**src/rtl/stereolbm_axis_cambm_deadlock_reporter.sv**
```systemverilog
// Qualifies the HLS deadlock monitor's block output over a programmable run length, then latches a
// sticky deadlock flag, pulses an interrupt and snapshots process/AXIS stall status with a timestamp.
module stereolbm_axis_cambm_deadlock_reporter #(
    parameter int N_PROC = 17,
    parameter int N_AXIS = 7,
    parameter int CNT_W  = 16,
    parameter int TS_W   = 32
) (
    input  logic              clock,
    input  logic              reset,
    input  logic              block_in,
    input  logic [N_PROC-1:0] proc_stop_vec,
    input  logic [N_AXIS-1:0] axis_block_sigs,
    input  logic              cfg_enable,
    input  logic [CNT_W-1:0]  cfg_threshold,
    input  logic              clear_pulse,
    output logic              deadlock_flag,
    output logic              deadlock_irq,
    output logic [1:0]        state_o,
    output logic [N_PROC-1:0] snap_proc_vec,
    output logic [N_AXIS-1:0] snap_axis_vec,
    output logic [TS_W-1:0]   snap_timestamp,
    output logic [7:0]        event_count
);

    typedef enum logic [1:0] {
        ST_IDLE     = 2'd0,
        ST_SUSPECT  = 2'd1,
        ST_DEADLOCK = 2'd2
    } state_t;

    state_t            state_q;
    state_t            state_d;
    logic [CNT_W-1:0]  run_q;
    logic [CNT_W-1:0]  run_d;
    logic [CNT_W-1:0]  thr_eff;
    logic [CNT_W:0]    run_inc;
    logic [CNT_W-1:0]  run_sat;
    logic              qualify;
    logic              detect;
    logic              irq_q;
    logic [TS_W-1:0]   ts_q;

    // A clear cycle is never a qualifying cycle, even while block_in stays high.
    assign qualify = cfg_enable & block_in & ~clear_pulse;
    assign thr_eff = (cfg_threshold == '0) ? CNT_W'(1) : cfg_threshold;
    assign run_inc = {1'b0, run_q} + {{CNT_W{1'b0}}, 1'b1};
    assign run_sat = run_inc[CNT_W] ? {CNT_W{1'b1}} : run_inc[CNT_W-1:0];

    always_ff @(posedge clock or posedge reset) begin
        if (reset) begin
            state_q <= ST_IDLE;
            run_q   <= '0;
        end else begin
            state_q <= state_d;
            run_q   <= run_d;
        end
    end

    // The encoding 2'b11 is unreachable and falls into the default (IDLE) branch.
    always_comb begin
        state_d = state_q;
        run_d   = run_q;
        detect  = 1'b0;
        case (state_q)
            ST_SUSPECT: begin
                if (!qualify) begin
                    state_d = ST_IDLE;
                    run_d   = '0;
                end else if (run_inc >= {1'b0, thr_eff}) begin
                    state_d = ST_DEADLOCK;
                    run_d   = run_sat;
                    detect  = 1'b1;
                end else begin
                    run_d = run_sat;
                end
            end
            ST_DEADLOCK: begin
                if (clear_pulse) begin
                    state_d = ST_IDLE;
                    run_d   = '0;
                end
            end
            default: begin
                state_d = ST_IDLE;
                run_d   = '0;
                if (qualify) begin
                    run_d = CNT_W'(1);
                    if (thr_eff == CNT_W'(1)) begin
                        state_d = ST_DEADLOCK;
                        detect  = 1'b1;
                    end else begin
                        state_d = ST_SUSPECT;
                    end
                end
            end
        endcase
    end

    always_ff @(posedge clock or posedge reset) begin
        if (reset) begin
            ts_q <= '0;
        end else begin
            ts_q <= ts_q + TS_W'(1);
        end
    end

    // Snapshots and the event counter only move on detection; clear_pulse leaves them alone.
    always_ff @(posedge clock or posedge reset) begin
        if (reset) begin
            irq_q          <= 1'b0;
            snap_proc_vec  <= '0;
            snap_axis_vec  <= '0;
            snap_timestamp <= '0;
            event_count    <= '0;
        end else begin
            irq_q <= detect;
            if (detect) begin
                snap_proc_vec  <= proc_stop_vec;
                snap_axis_vec  <= axis_block_sigs;
                snap_timestamp <= ts_q;
                if (event_count != 8'hFF) begin
                    event_count <= event_count + 8'd1;
                end
            end
        end
    end

    assign deadlock_flag = (state_q == ST_DEADLOCK);
    assign deadlock_irq  = irq_q;
    assign state_o       = state_q;

endmodule

```
**config.mk**
```make
export PLATFORM = sky130hd
export DESIGN_NAME = stereolbm_axis_cambm_deadlock_reporter
export DESIGN_NICKNAME = d
export VERILOG_FILES = /design/src/rtl/stereolbm_axis_cambm_deadlock_reporter.sv
export SDC_FILE = /design/constraint.sdc
export NUM_CORES = 1
export LEC_CHECK = 0
export ABC_CLOCK_PERIOD_IN_PS = 3900
export BUFFER_PORTS_ARGS = -buffer_cell sky130_fd_sc_hd__buf_2
export CAP_MARGIN = 20
export CORE_MARGIN = 5
export CORE_UTILIZATION = 45
export DETAILED_ROUTE_END_ITERATION = 6
export PLACE_DENSITY = 0.7
export SYNTH_ARGS = -nofsm -noshare
export SYNTH_HDL_FRONTEND = slang
export SYNTH_SLANG_ARGS = --single-unit
```
**constraint.sdc**
```tcl
create_clock -name clock -period 3.9 [get_ports clock]
set_clock_uncertainty 0.15 [all_clocks]
set_input_delay 0.39 -clock clock [delete_from_list [all_inputs] [get_ports clock]]
set_output_delay 0.39 -clock clock [all_outputs]
set_load 0.005 [all_outputs]
```
==> flow_summary.ini <==
[yosys]
yosysUniqueCellTypes = 38
async_flop_share_pct = 100
netlist_instances = 479
ys_warn_count = 0
synth-seq-cells = 115
synth_ff_type = dfrtp_1
synth_common_cells = dfrtp_1 (115), xnor2_1 (36), inv_1 (31)
yosysTopAreaCell = dfrtp_1
synthTopCellsByArea = dfrtp_1 (52%), mux2_4 (7.8%), mux2_2 (6.1%)
mappedNetlistArea_mm2 = 0.00558
avgSynthCellArea_um2 = 11.6
synth_top_area_share_pct = 51.6
syn_nets = 545
synth_most_common_cell = dfrtp_1
synth_edf_count = 0
ys_seq_area_share_pct = 51.6

[layout]
antenna_cells = 0
num-fill-cells = 1012
drive_above_1_share_pct = 36.2
final_cells = 800
seq_area_mm2 = 0.00288
final_cell_area_mm2 = 0.00706
nNetsFinal = 685
multi_input_area_mm2 = 0.00252
synthToLayoutAreaGrowth_pct = 26.5

[timing]
finalHoldViolCount = 4
relSlewSlack_pct = 45.4
max_freq_ghz = 0.269
drv_slew = 0
worst_pin_slew_ns = 0.820
period_share_pct = 95.2
finalSetupViolCount = 0
fin_crit_ns = 3.71
timing.hold.ws_ns = -0.0123

[setup_path]
worstPathRequired_ns = 4.04
endpoint_kind = flip-flop
cp_top_family = simple AND/OR/NAND/NOR gates
critical_path_buf_inv_count = 2
start_kind = flip-flop
cp_num_cells = 15
setup.worst_path.class = reg2reg
arrival_ns = 3.85
cp_slowest_cell = dfrtp_1
critPathMaxFanout = 16
slowest_delay_ns = 0.40
path_cells = ha_1 -> nand4_1 -> nor2_1 -> and4_1 -> and3_1 -> xnor2_1 -> ha_1 -> nand3_1 -> nor2_1 -> a311oi_2 -> nand4_2 -> o21ai_4 -> buf_12 -> clkbuf_16 -> mux2_2
rr_worst_depth = 15

[run_status]
failed_checks = hold timing
status = finished with violations

[clock_tree]
root_buffer = clkbuf_16
cts_sinks = 115
insertion_delay_ns = 0.41
clock_path_buffers = 2
clk_pin_slew_ns = 0.06
cts-htree-levels = 4
cts-buffers-inserted = 17
cts_tree = done

[drt]
wirelength_um = 12600
remaining_drc_errors = 0
dr.pass1.iters = 4
drt-met1-wl_um = 5570
wl_met2_um = 6230
vias = 4078
wl_met3_um = 569
dr.first_iter.drc_count = 262
wl_per_cell_um = 15.7
drtAntennaViolNets = 0
vias_per_cell = 5.10
top_layer = met4

[die]
coreArea_mm2 = 0.0121
die_x_um = 121
ios = 113
start_util_pct = 46.2
dieHeight_um = 121
rows = 40
dieArea_mm2 = 0.0147

[global_routing]
grt_usage_pct = 17.2
grt_max_degree = 69
antenna_found_initial = 0
grt_overflow_total = 0
grt_pass1_wl_um = 20300
grt_pass1_vias = 4244

[placed_design]
gp_congestion = 0.836
dp.final_hpwl_um = 8980
placed_cell_area_mm2 = 0.00642
dp_cells = 763
portBuffers = 112

[pwr]
power.density_mw_per_mm2 = 415
leakage_nw = 3.75
worst_ir_drop_vdd_mv = 0.332

[flow_run]
maxCapViolCount = 0

[hold_path]
hold_path.class = in2async
-- kinds of logic after synthesis --
family                     Yosys count  synth area share (%)
AOI/OAI and AO/OA                   56                  5.52
and+or+nand+nor                    133                  12.6
xor gates and xnor gates            49                  7.70
DFF                                115                  51.6
buffers and inverters               43                  3.48
muxes                               62                  14.4
adders and majority gates           21                  4.71
-- layer usage --
layer	global-route usage, %	vias to the layer above
met1	21.8	2003
met4	6.65	0
li1	-	1953
met5	0	-
met3	4.48	19
met2	28.2	103
-- area by class of cell --
| cell class | count | share of cell area [%] |
|---|---|---|
| Tap cell | 168 | 2.98 |
| Timing Repair Buffer | 131 | 11.0 |
| Clock buffer | 18 | 6.22 |
| Multi-Input combinational cell | 321 | 35.8 |
| Clock inverter | 14 | 1.45 |
| Inverter | 33 | 1.79 |
| Sequential cell | 115 | 40.8 |
-- final timing paths --
kind,start,end,slack (ns)
setup / recovery,run_q[0],snap_proc_vec[4],0.19
min in group clock,proc_stop_vec[15],snap_proc_vec[15],0.06
max in group asynchronous,reset,snap_proc_vec[10],2.74
hold reg to reg,ts_q[28],ts_q[28],0.34
hold / removal,reset,snap_proc_vec[16],-0.01
setup reg to reg,run_q[0],snap_proc_vec[4],0.19
-- power by group --
group | switching (W) | internal [W] | total [W]
Sequential | 0.0000358 | 0.00126 | 0.00129
Combinational | 0.000104 | 0.000125 | 0.000229
Clock | 0.000574 | 0.000830 | 0.00140
Total | 0.000714 | 0.00221 | 0.00293
-- through the flow --
| step | worst slack [ns] | total power [W] | TNS, ns | hold WS [ns] | util, % |
|---|---|---|---|---|---|
| finish | 0.189 | 0.00293 | 0 | -0.0123 | 58.5 |
| global route | -0.00329 | 0.00306 | -0.00329 | 0.0447 | 58.5 |
| CTS | 0.157 | 0.00297 | 0 | 0.0216 | 57.7 |
| detailed placement | 0.173 | 0.00155 | 0 | 0.334 | 53.2 |
| global placement | 0.258 | 0.00153 | 0 | 0.311 | 53.2 |
| floorplan | 0.236 | 0.00142 | 0 | 0.292 | - |
-- cell usage in the layout (no fill, tap or decap), drive strengths merged, types with 20 or more instances in the layout --
master	count
inv	35
xnor2	36
mux2	59
nand3	24
dfrtp	115
buf	129
o21ai	31
clkbuf	20
nor2	24
nand2	29
ha	21
-- timing repair --
item	in CTS	in global routing
hold buffers	0	0
endpoints found under the setup margin	0	60
gates resized for setup	0	3
setup buffers	0	3
-- flip-flops by register name, indices dropped and copies added, names as in the netlist --
| signal | flops |
|---|---|
| snap_axis_vec | 7 |
| deadlock_irq | 1 |
| event_count | 8 |
| run_q | 16 |
| snap_proc_vec | 17 |
| ts_q | 32 |
| snap_timestamp | 32 |
| state_o | 2 |
No activity file was read; power rests on OpenSTA's default activity.
